--- config.mk ---
export PLATFORM = sky130hd
export DESIGN_NAME = alu_ctrl_md
export DESIGN_NICKNAME = d
export VERILOG_FILES = /design/src/rtl/alu_ctrl_md.sv
export SDC_FILE = /design/constraint.sdc
export NUM_CORES = 1
export LEC_CHECK = 0
export ABC_AREA = 1
export ABC_CLOCK_PERIOD_IN_PS = 7900
export CORE_ASPECT_RATIO = 1.1
export CORE_MARGIN = 5
export CORE_UTILIZATION = 40
export DETAILED_ROUTE_END_ITERATION = 8
export PLACE_DENSITY_LB_ADDON = 0.12
export SYNTH_ARGS = -nofsm -noshare
export SYNTH_HDL_FRONTEND = slang
export SYNTH_SLANG_ARGS = --single-unit
--- constraint.sdc ---
create_clock -name clk -period 7.9 [get_ports clk]
set_input_delay 0.79 -clock clk [delete_from_list [all_inputs] [get_ports clk]]
set_output_delay 0.79 -clock clk [all_outputs]
set_load 0.02 [all_outputs]
--- src/rtl/alu_ctrl_md.sv ---
// rtl/alu_ctrl_md.sv - ALU control decoder with iterative RV32M multiply/divide sequencer
module alu_ctrl_md #(
   parameter int XLEN  = 32,
   parameter int CNT_W = $clog2(XLEN) + 1
) (
   input  logic            clk,
   input  logic            rst_n,
   input  logic            valid_i,
   input  logic [2:0]      ALUOp,
   input  logic [2:0]      funct3,
   input  logic            funct7b5,
   input  logic            op_r,
   input  logic [XLEN-1:0] rs1,
   input  logic [XLEN-1:0] rs2,
   output logic [3:0]      ALUControl,
   output logic            stall,
   output logic            md_done,
   output logic [XLEN-1:0] md_result
);

   typedef enum logic [2:0] {S_IDLE, S_MUL, S_DIV, S_FIX, S_DONE} state_t;

   state_t            state_q, state_d;
   logic [CNT_W-1:0]  cnt_q, cnt_d;
   logic [2*XLEN-1:0] acc_q, acc_d;
   logic [XLEN-1:0]   opa_q, opa_d;
   logic [XLEN-1:0]   opb_q, opb_d;
   logic [XLEN-1:0]   rs1_q, rs1_d;
   logic [XLEN-1:0]   md_result_q, md_result_d;
   logic [2:0]        f3_q, f3_d;
   logic              a_neg_q, a_neg_d;
   logic              b_neg_q, b_neg_d;
   logic              b_zero_q, b_zero_d;

   logic              md_req, last_step;
   logic              sign_a, sign_b, a_neg, b_neg;
   logic [XLEN-1:0]   a_abs, b_abs;
   logic [XLEN:0]     mul_sum, div_shl, div_diff;
   logic              div_ge;
   logic [XLEN-1:0]   div_rem;
   logic [2*XLEN-1:0] prod_fix;
   logic [XLEN-1:0]   quot_fix, rem_fix, fix_result;

   assign md_req    = valid_i & (ALUOp == 3'b101);
   assign last_step = (cnt_q == CNT_W'(XLEN - 1));

   // Multiplies: mul/mulh sign both, mulhsu only A. Divides: div/rem signed, *u unsigned.
   assign sign_a = funct3[2] ? ~funct3[0] : ~(funct3[1] & funct3[0]);
   assign sign_b = funct3[2] ? ~funct3[0] : ~funct3[1];
   assign a_neg  = sign_a & rs1[XLEN-1];
   assign b_neg  = sign_b & rs2[XLEN-1];
   assign a_abs  = a_neg ? (~rs1 + XLEN'(1)) : rs1;
   assign b_abs  = b_neg ? (~rs2 + XLEN'(1)) : rs2;

   assign mul_sum  = {1'b0, acc_q[2*XLEN-1:XLEN]} + {1'b0, opb_q & {XLEN{opa_q[0]}}};
   assign div_shl  = {acc_q[2*XLEN-1:XLEN], opa_q[XLEN-1]};
   assign div_diff = div_shl - {1'b0, opb_q};
   assign div_ge   = ~div_diff[XLEN];
   assign div_rem  = div_ge ? div_diff[XLEN-1:0] : div_shl[XLEN-1:0];

   // Signed overflow (MIN / -1) falls out of the magnitude datapath: |q| = MIN, negation keeps MIN.
   assign prod_fix = (a_neg_q ^ b_neg_q) ? (~acc_q + (2*XLEN)'(1)) : acc_q;
   assign quot_fix = (a_neg_q ^ b_neg_q) ? (~opa_q + XLEN'(1)) : opa_q;
   assign rem_fix  = a_neg_q ? (~acc_q[2*XLEN-1:XLEN] + XLEN'(1)) : acc_q[2*XLEN-1:XLEN];

   always_comb begin
      fix_result = '0;
      case (f3_q)
         3'b000:                 fix_result = prod_fix[XLEN-1:0];
         3'b001, 3'b010, 3'b011: fix_result = prod_fix[2*XLEN-1:XLEN];
         3'b100, 3'b101:         fix_result = b_zero_q ? {XLEN{1'b1}} : quot_fix;
         default:                fix_result = b_zero_q ? rs1_q : rem_fix;
      endcase
   end

   always_ff @(posedge clk or negedge rst_n) begin
      if (!rst_n) begin
         state_q     <= S_IDLE;
         cnt_q       <= '0;
         acc_q       <= '0;
         opa_q       <= '0;
         opb_q       <= '0;
         rs1_q       <= '0;
         md_result_q <= '0;
         f3_q        <= '0;
         a_neg_q     <= 1'b0;
         b_neg_q     <= 1'b0;
         b_zero_q    <= 1'b0;
      end else begin
         state_q     <= state_d;
         cnt_q       <= cnt_d;
         acc_q       <= acc_d;
         opa_q       <= opa_d;
         opb_q       <= opb_d;
         rs1_q       <= rs1_d;
         md_result_q <= md_result_d;
         f3_q        <= f3_d;
         a_neg_q     <= a_neg_d;
         b_neg_q     <= b_neg_d;
         b_zero_q    <= b_zero_d;
      end
   end

   always_comb begin
      state_d = state_q;
      case (state_q)
         S_IDLE:  if (md_req) state_d = funct3[2] ? S_DIV : S_MUL;
         S_MUL:   if (last_step) state_d = S_FIX;
         S_DIV:   if (last_step) state_d = S_FIX;
         S_FIX:   state_d = S_DONE;
         default: state_d = S_IDLE;
      endcase
   end

   always_comb begin
      cnt_d       = cnt_q;
      acc_d       = acc_q;
      opa_d       = opa_q;
      opb_d       = opb_q;
      rs1_d       = rs1_q;
      md_result_d = md_result_q;
      f3_d        = f3_q;
      a_neg_d     = a_neg_q;
      b_neg_d     = b_neg_q;
      b_zero_d    = b_zero_q;
      case (state_q)
         S_IDLE: if (md_req) begin
            cnt_d    = '0;
            acc_d    = '0;
            opa_d    = a_abs;
            opb_d    = b_abs;
            rs1_d    = rs1;
            f3_d     = funct3;
            a_neg_d  = a_neg;
            b_neg_d  = b_neg;
            b_zero_d = (rs2 == '0);
         end
         S_MUL: begin
            cnt_d = cnt_q + CNT_W'(1);
            acc_d = {mul_sum, acc_q[XLEN-1:1]};
            opa_d = opa_q >> 1;
         end
         S_DIV: begin
            cnt_d = cnt_q + CNT_W'(1);
            acc_d = {div_rem, acc_q[XLEN-1:0]};
            opa_d = {opa_q[XLEN-2:0], div_ge};
         end
         S_FIX: begin
            cnt_d       = '0;
            md_result_d = fix_result;
         end
         default: ;
      endcase
   end

   always_comb begin
      ALUControl = 4'b0000;
      if (ALUOp == 3'b000) begin
         case (funct3)
            3'b000:  ALUControl = (op_r & funct7b5) ? 4'b0001 : 4'b0000;
            3'b001:  ALUControl = 4'b0100;
            3'b010:  ALUControl = 4'b0101;
            3'b011:  ALUControl = 4'b1000;
            3'b100:  ALUControl = 4'b0110;
            3'b101:  ALUControl = funct7b5 ? 4'b1111 : 4'b0111;
            3'b110:  ALUControl = 4'b0011;
            default: ALUControl = 4'b0010;
         endcase
      end else if (ALUOp == 3'b011) begin
         ALUControl = 4'b0001;
      end else if (ALUOp == 3'b100) begin
         ALUControl = 4'b1001;
      end
      stall     = (state_q == S_MUL) | (state_q == S_DIV) | (state_q == S_FIX)
                | ((state_q == S_IDLE) & md_req);
      md_done   = (state_q == S_DONE);
      md_result = md_result_q;
   end

endmodule
==> results.yml <==
clock_tree:
  clockBufferDepth: 3
  cts_root_buf: "clkbuf_16"
  cts_tree: "done"
  clk_pin_slew_ns: 0.06
  cts_hold_buf: 0
  post-cts-setup-buffers: 0
  clock-sinks: 207
  cts_resized: 0
  clk_latency_ns: 0.59
  numCtsBuffers: 27
  cts_max_level: 1
floorplanning:
  die_w_um: 224
  die-height_um: 246
  ios: 113
  core_area_sq_mm: 0.0500
  die_area_sq_mm: 0.0550
  rows: 86
  start_util_pct: 40.3
logic_synthesis:
  syn-cell-area_sq_mm: 0.0202
  synth-warning-count: 0
  synthArstFlopShare_pct: 100
  synth_flop_cell: "dfrtp_1"
  syn_nets: 3499
  synth.distinct_cells: 56
  ys_seq_area_share_pct: 25.7
  synth_cells: 3352
  synth_seq_cells: 207
  synth.avg_cell_area_sq_um: 6.02
  synth_edf_count: 0
sta:
  fin_skew_ns: 0.0345
  finalCritPeriodShare_pct: 45.4
  finalSetupTns_ns: 0
  fin_crit_ns: 3.59
  tightestPinTransition_ns: 1.05
  fmax_mhz: 279
  rsz0062_at_grt: "false"
  maxSlewViolCount: 0
  setup_violations: 0
  final_hold_viol_count: 0
  slew_headroom_pct: 29.3
detailed_routing:
  drc: 0
  drt_first_iter_violations: 2106
  wire_per_inst_um: 21.6
  viasPerCell: 5.57
  vias: 22700
  wl_um: 88000
  drt_pass1_iterations: 8
  antenna_left: 0
worst_setup_path:
  slowest_stage: "inv_2"
  rr_worst_depth: 10
  critical_path_buf_inv_count: 5
  arrival_ns: 3.99
  path_cells: "clkdlybuf4s50_1, nand4_1, nor2_4, buf_4, inv_2, nand2_4, inv_2, buf_4, a221oi_1, a22oi_1"
  cp-start-kind: "input pin"
  r2r_slack_ns: 4.38
  crit_cells: 10
  criticalPathCategory: "input pin to flop"
  crit_start: "ALUOp[2]"
  path_delay_family: "buffers and inverters"
  crit_path_max_incr_delay_ns: 0.60
  crit_fanout: 90
  critical_path.endpoint_type: "flop"
  cp_data_required_time_ns: 8.30
  reg2reg_from: "state_q[1]"
global_routing:
  grt_use_total_pct: 30.8
  grt_max_degree: 91
  grt.overflow.total: 0
  antenna_found_initial: 0
  grt_pass1_vias: 21400
  grt_pass1_wl_um: 131000
placement:
  hpwl_um: 71000
  dp_cells: 4032
  place.gp.congestion: 1.01
  portBuffers: 112
  placed_cell_area_sq_mm: 0.0217
min_path:
  hold_path_class: "input pin to asynchronous set/reset pin"
cells_and_area:
  layout_commonest_cell: "nand2_1"
  fin_area_sq_mm: 0.0226
  fin_cells: 4083
  finalNetCount: 3548
  syn_to_final_growth_pct: 12.0
  fillers: 5479
  layout.cells.most_common_list: "nand2_1 (979), inv_1 (412), nand3_1 (394), nor2_1 (349), dfrtp_1 (207)"
  drive_above_1_share_pct: 5.67
run:
  drv_cap: 0
outcome:
  status: "completed"
==> worst reg2reg max path: cells and delay by family, from the launching register on <==
| family | cells | cell delay, ns |
|---|---|---|
| buffers and inverters | 4 | 1.86 |
| AO/OA/AOI/OAI | 2 | 0.41 |
| AND/OR/NAND/NOR | 4 | 0.71 |
| flip-flops | 1 | 0.44 |
==> final cells by class <==
class	instances	area, sq um	area share, %
Inverter	440	1650	7.32
Clock buffer	34	732	3.24
Tap cell	660	826	3.66
Multi-Input combinational cell	2598	12800	56.6
Timing Repair Buffer	127	1240	5.48
Sequential cell	207	5180	22.9
Antenna cell	1	2.50	0.0111
Clock inverter	16	169	0.748
==> kinds of logic (layout without fill, tap and decap cells) <==
group | after synthesis | after routing | synth area share, %
DFF | 207 | 207 | 25.7
xor gates and xnor gates | 47 | 47 | 2.04
and+or+nand+nor | 1921 | 1921 | 41.1
other | 0 | 1 | 0
AOI/OAI and AO/OA | 558 | 558 | 15.6
buffers and inverters | 547 | 617 | 11.1
adders and majority gates | 72 | 72 | 4.54
==> state kept, by name, indices dropped and copies added, names as in the netlist <==
signal and count:
cnt_q 6, rs1_q 32, f3_q 3, opb_q 32, opa_q 32, state_q 3, a_neg_q 1, b_neg_q 1
md_result 32, b_zero_q 1, acc_q 64
==> metal layers <==
| metal | global-route usage [%] | part of all wire [%] | vias to the layer above |
|---|---|---|---|
| met5 | 0 | 0 | - |
| li1 | - | - | 11000 |
| met2 | 52.7 | 47 | 797 |
| met1 | 38.8 | 41 | 10700 |
| met4 | 15.6 | 6.3 | 0 |
| met3 | 2.50 | 5.0 | 183 |
==> stage by stage <==
stage / hold WS, ns / worst slack [ns] / util (%)
final: 0.203 / 4.31 / 45.1
after global routing: 0.267 / 4.05 / 45.1
after CTS: 0.232 / 4.36 / 45.1
after detailed placement: 0.490 / 3.79 / 43.3
after global placement: 0.477 / 3.86 / 43.3
after floorplan: 0.454 / 5.40 / -
==> synthesized netlist by cell type, types with 3 or more instances <==
cell type	number	share of area, %
and2_1	3	0.093
a22oi_1	16	0.60
a32oi_1	4	0.17
nor2_4	6	0.33
buf_4	10	0.37
dfrtp_1	207	26
nand2_4	6	0.33
a211oi_1	5	0.19
o21ai_2	5	0.22
o211ai_1	9	0.33
buf_2	33	0.82
or2_1	3	0.093
a21oi_1	195	4.8
o22ai_1	43	1.3
or2_2	27	0.84
a21oi_2	4	0.17
nand3b_1	23	0.86
buf_6	13	0.73
ha_1	70	4.3
o21a_1	3	0.11
nand4_1	36	1.1
o21bai_1	7	0.26
clkinv_1	4	0.074
nor2_2	21	0.65
nand3_1	394	9.8
xnor2_1	16	0.69
a221oi_1	21	0.91
inv_1	412	7.7
clkbuf_1	49	0.91
nand2_1	979	18
nor3_1	32	0.79
a31oi_1	14	0.43
a21o_1	6	0.22
xor2_1	31	1.3
nor2_1	352	6.6
nand3_2	6	0.30
inv_2	23	0.43
o21ai_1	34	0.84
o21ai_0	183	4.5
nand2_2	24	0.74
==> final timing paths <==
check / to
setup / recovery: opa_q[0]
hold / removal: acc_q[15]
setup reg to reg: opa_q[1]
hold reg to reg: f3_q[0]
max in group asynchronous: opb_q[11]
min in group clk: f3_q[0]
Power is not shown: default switching activity piles up to over one toggle a cycle in this logic, so the estimate is an artifact.
